--- src/rtl/rename_map_ckpt.sv ---
// rename_map_ckpt: rename map table, circular free list, busy table and NUM_CKPTS branch checkpoints (RENAME_WB_BYPASS_EN: same-cycle wb clears out_*_busy).
// Latency: 1 cycle from accept to out_*; mispredict restores map and free-list head in 1 cycle.
// Backpressure: ren_ready low when free list empty, all checkpoints live, or mispredict this cycle; outputs never stall.
module rename_map_ckpt #(
    parameter  int NUM_ARCH_REGS = 32,
    parameter  int NUM_PHYS_REGS = 64,
    parameter  int NUM_CKPTS     = 4,
    localparam int ARCH_W        = $clog2(NUM_ARCH_REGS),
    localparam int PREG_W        = $clog2(NUM_PHYS_REGS),
    localparam int CK_W          = $clog2(NUM_CKPTS)
) (
    input  logic              clk,
    input  logic              rst_n,
    input  logic              ren_valid,
    output logic              ren_ready,
    input  logic [ARCH_W-1:0] ren_rs,
    input  logic [ARCH_W-1:0] ren_rt,
    input  logic [ARCH_W-1:0] ren_rw,
    input  logic              ren_uses_rw,
    input  logic              ren_is_branch,
    output logic              out_valid,
    output logic [PREG_W-1:0] out_rs_phys,
    output logic [PREG_W-1:0] out_rt_phys,
    output logic [PREG_W-1:0] out_rw_phys,
    output logic [PREG_W-1:0] out_old_phys,
    output logic              out_rs_busy,
    output logic              out_rt_busy,
    output logic [CK_W-1:0]   out_ckpt_id,
    input  logic              wb_valid,
    input  logic [PREG_W-1:0] wb_phys,
    input  logic              commit_valid,
    input  logic              commit_free,
    input  logic [PREG_W-1:0] commit_old_phys,
    input  logic              br_valid,
    input  logic              br_mispredict,
    input  logic [CK_W-1:0]   br_ckpt_id,
    output logic [PREG_W:0]   free_count
);

    localparam int FL_DEPTH = NUM_PHYS_REGS - NUM_ARCH_REGS;
    localparam int FL_SLOTS = 1 << PREG_W;

    // Pointer MSB is the wrap bit; low bits index 0..FL_DEPTH-1.
    typedef logic [PREG_W:0] ptr_t;

    function automatic ptr_t ptr_inc(input ptr_t p);
        ptr_t r;
        if (p[PREG_W-1:0] == PREG_W'(FL_DEPTH - 1)) r = {~p[PREG_W], {PREG_W{1'b0}}};
        else                                        r = p + ptr_t'(1);
        return r;
    endfunction

    function automatic logic [PREG_W:0] ptr_diff(input ptr_t t, input ptr_t h);
        logic [PREG_W:0] ti, hi, r;
        ti = {1'b0, t[PREG_W-1:0]};
        hi = {1'b0, h[PREG_W-1:0]};
        if (t[PREG_W] == h[PREG_W]) r = ti - hi;
        else                        r = ti + (PREG_W+1)'(FL_DEPTH) - hi;
        return r;
    endfunction

    logic [PREG_W-1:0]      rmt_q [NUM_ARCH_REGS];
    logic [PREG_W-1:0]      rmt_d [NUM_ARCH_REGS];
    logic [PREG_W-1:0]      fl_q  [FL_SLOTS];
    logic [PREG_W-1:0]      fl_d  [FL_SLOTS];
    ptr_t                   head_q, head_d, tail_q, tail_d;
    logic [PREG_W:0]        count_q, count_d;
    logic [NUM_PHYS_REGS-1:0] busy_q, busy_d;
    logic [PREG_W-1:0]      ckpt_rmt_q [NUM_CKPTS][NUM_ARCH_REGS];
    logic [PREG_W-1:0]      ckpt_rmt_d [NUM_CKPTS][NUM_ARCH_REGS];
    ptr_t                   ckpt_head_q [NUM_CKPTS];
    ptr_t                   ckpt_head_d [NUM_CKPTS];
    logic [CK_W-1:0]        ck_alloc_q, ck_alloc_d;
    logic [CK_W:0]          live_q, live_d;

    logic                   out_valid_q, out_valid_d;
    logic [PREG_W-1:0]      out_rs_phys_q, out_rs_phys_d, out_rt_phys_q, out_rt_phys_d;
    logic [PREG_W-1:0]      out_rw_phys_q, out_rw_phys_d, out_old_phys_q, out_old_phys_d;
    logic                   out_rs_busy_q, out_rs_busy_d, out_rt_busy_q, out_rt_busy_d;
    logic [CK_W-1:0]        out_ckpt_id_q, out_ckpt_id_d;

    logic                   mispredict, accept, do_alloc, push;
    logic [PREG_W-1:0]      rs_phys, rt_phys, new_phys;
    logic                   rs_busy, rt_busy;

    always_comb begin
        mispredict = br_valid && br_mispredict;
        ren_ready  = (count_q != '0) && (live_q < (CK_W+1)'(NUM_CKPTS)) && !mispredict;
        accept     = ren_valid && ren_ready;
        do_alloc   = accept && ren_uses_rw && (ren_rw != '0);
        push       = commit_valid && commit_free;

        rs_phys  = (ren_rs == '0) ? '0 : rmt_q[ren_rs];
        rt_phys  = (ren_rt == '0) ? '0 : rmt_q[ren_rt];
        new_phys = fl_q[head_q[PREG_W-1:0]];
`ifdef RENAME_WB_BYPASS_EN
        rs_busy = busy_q[rs_phys] && !(wb_valid && wb_phys == rs_phys) && (ren_rs != '0);
        rt_busy = busy_q[rt_phys] && !(wb_valid && wb_phys == rt_phys) && (ren_rt != '0);
`else
        rs_busy = busy_q[rs_phys] && (ren_rs != '0);
        rt_busy = busy_q[rt_phys] && (ren_rt != '0);
`endif

        rmt_d       = rmt_q;
        fl_d        = fl_q;
        head_d      = head_q;
        tail_d      = tail_q;
        busy_d      = busy_q;
        ckpt_rmt_d  = ckpt_rmt_q;
        ckpt_head_d = ckpt_head_q;
        ck_alloc_d  = ck_alloc_q;
        live_d      = live_q;
        count_d     = count_q + (PREG_W+1)'(push) - (PREG_W+1)'(do_alloc);

        out_valid_d    = accept;
        out_rs_phys_d  = '0;
        out_rt_phys_d  = '0;
        out_rw_phys_d  = '0;
        out_old_phys_d = '0;
        out_rs_busy_d  = 1'b0;
        out_rt_busy_d  = 1'b0;
        out_ckpt_id_d  = '0;

        if (push) begin
            fl_d[tail_q[PREG_W-1:0]] = commit_old_phys;
            tail_d = ptr_inc(tail_q);
        end
        if (wb_valid) busy_d[wb_phys] = 1'b0;

        if (accept) begin
            out_rs_phys_d = rs_phys;
            out_rt_phys_d = rt_phys;
            out_rs_busy_d = rs_busy;
            out_rt_busy_d = rt_busy;
            if (do_alloc) begin
                rmt_d[ren_rw]    = new_phys;
                busy_d[new_phys] = 1'b1;
                head_d           = ptr_inc(head_q);
                out_rw_phys_d    = new_phys;
                out_old_phys_d   = rmt_q[ren_rw];
            end
            // Snapshot includes this branch's own destination update.
            if (ren_is_branch) begin
                for (int i = 0; i < NUM_ARCH_REGS; i++) ckpt_rmt_d[ck_alloc_q][i] = rmt_d[i];
                ckpt_head_d[ck_alloc_q] = head_d;
                out_ckpt_id_d = ck_alloc_q;
                ck_alloc_d    = ck_alloc_q + CK_W'(1);
                live_d        = live_q + (CK_W+1)'(1);
            end
        end

        if (br_valid && !br_mispredict && live_q != '0) live_d = live_d - (CK_W+1)'(1);

        // No rename can be accepted here, so only the commit push moves tail.
        if (mispredict) begin
            for (int i = 0; i < NUM_ARCH_REGS; i++) rmt_d[i] = ckpt_rmt_q[br_ckpt_id][i];
            head_d     = ckpt_head_q[br_ckpt_id];
            ck_alloc_d = br_ckpt_id + CK_W'(1);
            live_d     = '0;
            count_d    = ptr_diff(tail_d, head_d);
        end
    end

    always_ff @(posedge clk or negedge rst_n) begin
        if (!rst_n) begin
            for (int i = 0; i < NUM_ARCH_REGS; i++) rmt_q[i] <= PREG_W'(i);
            for (int i = 0; i < FL_SLOTS; i++)
                fl_q[i] <= (i < FL_DEPTH) ? PREG_W'(NUM_ARCH_REGS + i) : '0;
            head_q  <= '0;
            tail_q  <= {1'b1, {PREG_W{1'b0}}};
            count_q <= (PREG_W+1)'(FL_DEPTH);
            busy_q  <= '0;
            for (int c = 0; c < NUM_CKPTS; c++) begin
                for (int i = 0; i < NUM_ARCH_REGS; i++) ckpt_rmt_q[c][i] <= '0;
                ckpt_head_q[c] <= '0;
            end
            ck_alloc_q     <= '0;
            live_q         <= '0;
            out_valid_q    <= 1'b0;
            out_rs_phys_q  <= '0;
            out_rt_phys_q  <= '0;
            out_rw_phys_q  <= '0;
            out_old_phys_q <= '0;
            out_rs_busy_q  <= 1'b0;
            out_rt_busy_q  <= 1'b0;
            out_ckpt_id_q  <= '0;
        end else begin
            rmt_q          <= rmt_d;
            fl_q           <= fl_d;
            head_q         <= head_d;
            tail_q         <= tail_d;
            count_q        <= count_d;
            busy_q         <= busy_d;
            ckpt_rmt_q     <= ckpt_rmt_d;
            ckpt_head_q    <= ckpt_head_d;
            ck_alloc_q     <= ck_alloc_d;
            live_q         <= live_d;
            out_valid_q    <= out_valid_d;
            out_rs_phys_q  <= out_rs_phys_d;
            out_rt_phys_q  <= out_rt_phys_d;
            out_rw_phys_q  <= out_rw_phys_d;
            out_old_phys_q <= out_old_phys_d;
            out_rs_busy_q  <= out_rs_busy_d;
            out_rt_busy_q  <= out_rt_busy_d;
            out_ckpt_id_q  <= out_ckpt_id_d;
        end
    end

    assign out_valid    = out_valid_q;
    assign out_rs_phys  = out_rs_phys_q;
    assign out_rt_phys  = out_rt_phys_q;
    assign out_rw_phys  = out_rw_phys_q;
    assign out_old_phys = out_old_phys_q;
    assign out_rs_busy  = out_rs_busy_q;
    assign out_rt_busy  = out_rt_busy_q;
    assign out_ckpt_id  = out_ckpt_id_q;
    assign free_count   = count_q;

endmodule

--- config.mk ---
export PLATFORM = sky130hd
export DESIGN_NAME = rename_map_ckpt
export DESIGN_NICKNAME = d
export VERILOG_FILES = /design/src/rtl/rename_map_ckpt.sv
export SDC_FILE = /design/constraint.sdc
export NUM_CORES = 2
export LEC_CHECK = 0
export CAP_MARGIN = 30
export CELL_PAD_IN_SITES_DETAIL_PLACEMENT = 0
export CELL_PAD_IN_SITES_GLOBAL_PLACEMENT = 1
export CORE_ASPECT_RATIO = 0.9
export CORE_MARGIN = 2
export CORE_UTILIZATION = 47
export DETAILED_ROUTE_END_ITERATION = 12
export GPL_ROUTABILITY_DRIVEN = 1
export GPL_TIMING_DRIVEN = 1
export PLACE_DENSITY_LB_ADDON = 0.1
export SYNTH_ARGS = -nofsm -noshare
export SYNTH_HDL_FRONTEND = slang
export SYNTH_SLANG_ARGS = --single-unit
--- constraint.sdc ---
create_clock -name clk -period 3.3 [get_ports clk]
set_input_delay 0.825 -clock clk [delete_from_list [all_inputs] [get_ports clk]]
set_output_delay 0.825 -clock clk [all_outputs]
set_load 0.02 [all_outputs]
=== Word level (Yosys, flattened, before mapping) ===
Index checks and enable logic that the tools add are counted.

* Register bits: 1,491
* Bits of input ports: 39
* Word-level logic and storage cells: 480

* $add $sub $neg: 11
* Mux-type cells: 166
* Bitwise gates (word level): 12
* Reductions and logical operators: 29
* Order comparisons: 17
* Equal/unequal tests: 3

{| class="wikitable"
|+ Operators with widths
! cell !! count
|-
| 768-bit bitwise mux || 32
|-
| 192-bit demux with 2-bit select || 32
|-
| 192-bit 2-to-1 mux || 7
|-
| 192-bit binary-select mux with 2-bit select || 1
|-
| 384-bit bitwise mux || 1
|-
| 192-bit bitwise mux || 1
|-
| 64-bit 2-to-1 mux || 3
|-
| 186-bit 2-to-1 mux || 1
|-
| 180-bit 2-to-1 mux || 1
|-
| 174-bit 2-to-1 mux || 1
|-
| 168-bit 2-to-1 mux || 1
|-
| 162-bit 2-to-1 mux || 1
|-
| 156-bit 2-to-1 mux || 1
|-
| 150-bit 2-to-1 mux || 1
|-
| 144-bit 2-to-1 mux || 1
|-
| 138-bit 2-to-1 mux || 1
|-
| 132-bit 2-to-1 mux || 1
|-
| 126-bit 2-to-1 mux || 1
|-
| 120-bit 2-to-1 mux || 1
|-
| 114-bit 2-to-1 mux || 1
|-
| 6-bit 2-to-1 mux || 19
|-
| 108-bit 2-to-1 mux || 1
|-
| 102-bit 2-to-1 mux || 1
|-
| 96-bit 2-to-1 mux || 1
|-
| other kinds (62) || 126
|}

=== Depth between registers and ports, before layout ===
* Depth after elaboration: 40
* Gate-level depth with buffers: 20
* Gate-level depth less buffers: 19

=== Worst setup path before layout ===
Ideal clock, no wire load.

* Kind: in2reg
* Start point: input port br_valid
* End point: register count_q[6] (netlist: free_count[6])
* Required time: 3.165 ns
* Buffers on the path: 3
* Data arrival time: 4.185 ns
* Slack: -1.021 ns
* Stages on the path: 20
* Cells stage by stage: clkbuf_1 -> and2_1 -> clkbuf_1 -> a211oi_2 -> nand2_1 -> inv_2 -> o311ai_1 -> inv_1 -> clkbuf_1 -> ha_1 -> inv_1 -> ha_1 -> fa_1 -> a21oi_1 -> nor2_1 -> o21ai_0 -> a21oi_1 -> nor2_1 -> xnor2_1 -> o21ai_0

* Longest elaborated chain between the ends: 8

{| class="wikitable"
|+ RTL lines
! element !! line !! RTL
|-
| from (decl) || 34 || <nowiki>input logic br_valid,</nowiki>
|-
| 1-bit logical AND || 87 || <nowiki>mispredict = br_valid && br_mispredict;</nowiki>
|-
| 1-bit logical NOT || 88 || <nowiki>ren_ready = (count_q != '0) && (live_q < (CK_W+1)'(NUM_CKPTS)) && !mispredict;</nowiki>
|-
| 1-bit logical AND || 88 ||
|-
| via ren_ready || 15 || <nowiki>output logic ren_ready,</nowiki>
|-
| 1-bit logical AND || 89 || <nowiki>accept = ren_valid && ren_ready;</nowiki>
|-
| via accept || 82 || <nowiki>logic mispredict, accept, do_alloc, push;</nowiki>
|-
| 1-bit logical AND (2 in series) || 90 || <nowiki>do_alloc = accept && ren_uses_rw && (ren_rw != '0);</nowiki>
|-
| 7-bit by 1-bit subtractor with 7-bit output || 113 || <nowiki>count_d = count_q + (PREG_W+1)'(push) - (PREG_W+1)'(do_alloc);</nowiki>
|-
| 7-bit 2-to-1 mux || 155 || <nowiki>if (mispredict) begin</nowiki>
|-
| via count_d[6] || 67 || <nowiki>logic [PREG_W:0] count_q, count_d;</nowiki>
|-
| to (signal assigned) || 171 || <nowiki>count_q <= (PREG_W+1)'(FL_DEPTH);</nowiki>
|-
| to (signal assigned) || 192 || <nowiki>count_q <= count_d;</nowiki>
|-
| to (decl) || 67 ||
|}

The timed path passes the listed nets, and every way through them passes these cells.
A chain may end at the register's enable or synchronous reset.

=== Final worst setup path ===
* Start point: register head_q[0]
* End point: register busy_q[40]

* Longest elaborated chain between the ends: 11
* Elaborated cells on any way between the ends: 12

{| class="wikitable"
|+ RTL lines
! element !! line !! RTL
|-
| from (decl) || 66 || <nowiki>ptr_t head_q, head_d, tail_q, tail_d;</nowiki>
|-
| from (signal assigned) || 169 || <nowiki>head_q <= '0;</nowiki>
|-
| from (signal assigned) || 190 || <nowiki>head_q <= head_d;</nowiki>
|-
| 6-bit NOT with 7-bit output (not written as such) * || 95 || <nowiki>new_phys = fl_q[head_q[PREG_W-1:0]];</nowiki>
|-
| 6-bit binary-select mux with 6-bit select * || 95 ||
|-
| 6-bit 2-to-1 mux (not written as such) * (2 in series) || 95 ||
|-
| 6-bit by 7-bit less-than comparator with 1-bit output (not written as such) / 6-bit by 1-bit greater-or-equal comparator with 1-bit output (equally long branches) || 137 || <nowiki>busy_d[new_phys] = 1'b1;</nowiki>
|-
| 1-bit logical AND (not written as such) || 137 ||
|-
| 1-bit 2-to-1 mux (not written as such) || 137 ||
|-
| 1-bit demux with 6-bit select * || 137 ||
|-
| 64-bit OR (no source line) * || -- ||
|-
| 64-bit 2-to-1 mux * || 135 || <nowiki>if (do_alloc) begin</nowiki>
|-
| 64-bit 2-to-1 mux * || 130 || <nowiki>if (accept) begin</nowiki>
|-
| via busy_d[40] || 68 || <nowiki>logic [NUM_PHYS_REGS-1:0] busy_q, busy_d;</nowiki>
|-
| to (signal assigned) || 193 || <nowiki>busy_q <= busy_d;</nowiki>
|-
| to (decl) || 68 ||
|}

Mark *: on every way through the listed nets, which the timed path passes. The rest lies on a longest branch. The select of a mux whose other input is x is not followed.

==> results by group <==
CTS
  – Clk sinks: 1,491
  – Skew-Pair Late Insertion Delay: 820 ps
  – CTS tree: built
  – Reg clk slew, reported paths: 60 ps
  – CTS H-tree lvls: 4
  – CTS max path bufs: 3
  – Root buf cell: clkbuf_16
  – CTS buffer count: 161

Drt
  – # DRC: 0
  – Antenna Nets Post-Route: 0
  – Via/cell ratio: about 6
  – Wirelength per Cell: between 20 and 30 um
  – DR vias: ~51,000
  – 1st-pass router iterations: 7
  – Post-Route WL: ~230 mm
  – Starting DRT DRC Count: ~4,300

STA
  – Final hold vios: 0
  – Ratio of final minimum period to clock period: 1.05
  – Clock Skews: around 31 ps
  – Slew Limit Fails: 0
  – Minimum clock period: ~3500 ps
  – Final worst slack: -179 ps
  – Maximum clock rate: 0.287 GHz
  – Final setup viols: 636
  – RSZ-0062 raised after global routing: yes
  – Rel. slew slack: 0.154
  – Worst slew pin tran: between 1000 and 1500 ps

GRT
  – GRT Util Overall: 0.292
  – Total global routing overflow: 0
  – Global-route wire length before repair: 343 mm
  – Largest net degree at the start of global routing: around 140
  – Initial antenna violation count: 5
  – Vias in the first global route: 51,200

Synth
  – Top FF cell, synth: dfrtp_1
  – Most common library cells after synthesis: dfrtp_1, o21ai_0, nand2_1
  – Yosys warnings: 0
  – Ys async rst share: 1.00
  – Distinct cells, synth: 74
  – Post-synth EDFFs: 0
  – Most common cell in the synthesized netlist: dfrtp_1
  – Syn_area_per_cell: 12.3 um^2
  – Synthesized Nets: 5,890
  – Ranking of synthesized cells by area: dfrtp_1, mux4_2, o21ai_0
  – Post-Syn Area: ~72,000 um^2
  – Synth area leader: dfrtp_1
  – Top cell type's share of synthesized area: 0.453
  – Count of state elements after synthesis: 1,491
  – Mapped Cells: between 5,000 and 6,000
  – Sequential share of the synthesized area: 0.524

Worst setup path
  – Reg2reg setup slack: -180 ps
  – Worst setup path end: busy_q[40]$_DFF_PN0_
  – Critical path required time: 4010 ps
  – Slowest stage delay, CP: 520 ps
  – Crit path cell chain: buf_12 > buf_12 > buf_6 > mux4_2 > mux4_2 > mux2_4 > nand2_4 > o21ai_4 > or3_4 > or2_4 > o31ai_2
  – Type of origin of the critical path: flip-flop
  – Setup CP Type: flip-flop to flip-flop
  – Reg2reg start: head_q[0]$_DFFE_PN0P_
  – Slowest CP cell: mux4_2
  – Crit path depth: 11
  – Crit end category: flip-flop
  – Buf/Inv on CP: 3
  – Cells on worst reg2reg path: 11
  – CP delay by family, top: multiplexers
  – FF-to-FF End: busy_q[40]$_DFF_PN0_
  – Critical path launch point: head_q[0]$_DFFE_PN0P_
  – Worst path arrival time: 4190 ps
  – CP max FO: 5

Die
  – # rows: 135
  – Initial Util: 0.475
  – Core area: roughly 150,000 um^2
  – Ports: 76
  – Die Y-Extent: 374 um
  – Die width: 415 um
  – Full die area: around 160,000 um^2

Placement
  – Placer Congestion: 0.935
  – Area after DPL: around 80,000 um^2
  – Pre-CTS setup slack: -746 ps
  – Dpl hpwl: 153 mm
  – PortBufs: 75

Finish
  – Area Overhead vs Synth: 22.2%
  – Post-layout instance area: 87,500 um^2
  – Fillers: 12,500
  – Share of cells above drive strength 1: 0.375
  – Final layout net count: 6,460

Run status
  – Failing checks: negative setup slack
  – Outcome: complete, but fails checks

Worst hold path
  – Worst hold path depth: 2
  – Min-Delay Startpoint: commit_old_phys[5]
  – Worst hold path type: primary input to flip-flop

Pwr
  – Cell Pwr Density: 661 nW/um^2
  – Worst VDD drop: ~0.71 mV
  – Leak pwr: between 30 and 40 nW

Flow run
  – # Max-Cap Violations: 0
[kinds of logic (layout without fill, tap and decap cells)]
kind of cell,count (synthesis),after routing,synth area share
AOI/OAI and AO/OA,1405,1406,0.109
and+or+nand+nor,1153,1153,0.0669
muxes,1201,1201,0.261
buffers and inverters,512,1214,0.0292
adders and majority gates,32,32,0.00633
xor gates and xnor gates,25,25,0.00306
other,0,3,0
DFF,1491,1491,0.524
[registers in the layout, summed over array words and instances, names as in the netlist, 3 cells and up]
signal        flops
free_count        7
head_q            7
ckpt_rmt_q      768
out_rw_phys       6
out_rt_phys       6
out_old_phys      6
fl_q            384
live_q            3
out_rs_phys       6
ckpt_head_q      28
busy_q           64
rmt_q           192
tail_q            7
[per-stage QoR]
stage / cells / TNS, ps / total power, mW / hold slack [ps] / utilization
after floorplan: 5819 / -786 / 29.4 / 445 / -
after global placement: 8169 / -170600 / 36.3 / 456 / 0.532
after detailed placement: 8169 / -204990 / 36.5 / 465 / 0.532
after CTS: 8479 / -34880 / 56.1 / 316 / 0.571
after global routing: 8508 / -94860 / 60.2 / 358 / 0.580
final: 8511 / -40850 / 57.8 / 376 / 0.580
[how the worst min path moves through the flow]
stage / endpoint / slack, ps
4_1_cts: fl_q[11]$_DFFE_PN0P_ / 320
5_1_grt: fl_q[215]$_DFFE_PN1P_ / 360
3_3_place_gp: ckpt_rmt_q[182]$_DFFE_PN0P_ / 460
2_1_floorplan: ckpt_head_q[10]$_DFFE_PN0P_ / 440
6_report: fl_q[215]$_DFFE_PN1P_ / 380
3_5_place_dp: ckpt_rmt_q[330]$_DFFE_PN0P_ / 460
[layout by cell type, fill, tap and decap left out, types with 15 or more instances in the layout]
cell type	count
clkdlybuf4s50_1	58
dfrtp_1	1294
nor2_2	19
o21ai_2	115
buf_12	132
o21ai_1	79
nor2_1	102
ha_1	22
mux2_2	432
clkbuf_16	171
mux2i_2	15
inv_1	33
dfstp_2	194
o21ai_0	921
nand2_1	859
clkinv_2	17
nand3_1	25
a221o_1	15
mux2i_4	19
clkbuf_8	38
buf_4	635
mux2i_1	240
mux4_2	488
buf_6	28
a22oi_1	194
clkbuf_1	50
[final cells by class]
| cell class | count | area [um^2] | area share |
|---|---|---|---|
| Sequential cell | 1491 | 37600 | 0.429 |
| Multi-Input combinational cell | 3817 | 33200 | 0.379 |
| Timing Repair Buffer | 878 | 8720 | 0.0997 |
| Clock buffer | 251 | 4790 | 0.0547 |
| Tap cell | 1986 | 2480 | 0.0284 |
| Clock inverter | 45 | 623 | 0.00712 |
| Inverter | 40 | 153 | 0.00174 |
| Antenna cell | 3 | 7.51 | 0.0000858 |
[metal layers]
metal  global-route usage  wire length [um]  share of wire
met2                0.447            104000           0.45
met3               0.0524             15500          0.068
met1                0.426            101000           0.44
met4               0.0922              7880          0.034
met5                    0                40        0.00017
[worst reg2reg max path: stages, from the launching register on]
cell	delay (ps)
dfrtp_4	500
buf_12	160
buf_12	170
buf_6	120
mux4_2	420
mux4_2	520
mux2_4	310
nand2_4	80
o21ai_4	140
or3_4	520
or2_4	280
o31ai_2	170
[where the power goes]
| group | switching (mW) | internal [mW] | total [mW] |
|---|---|---|---|
| clock | 7.73 | 10.9 | 18.6 |
| sequential | 1.64 | 20.6 | 22.2 |
| combinational | 9.55 | 7.48 | 17.0 |
| total | 18.9 | 38.9 | 57.8 |
[what timing repair did]
item / 4_1_cts / 5_1_grt
cloned: 2 / 10
pin swaps: 9 / 63
hold buffers: 1 / 0
gates resized for setup: 92 / 386
setup buffers: 11 / 22
setup endpoints to repair: 930 / 998
endpoints found under the hold margin: 4 / 0
Power figures use the tool's default switching activity.
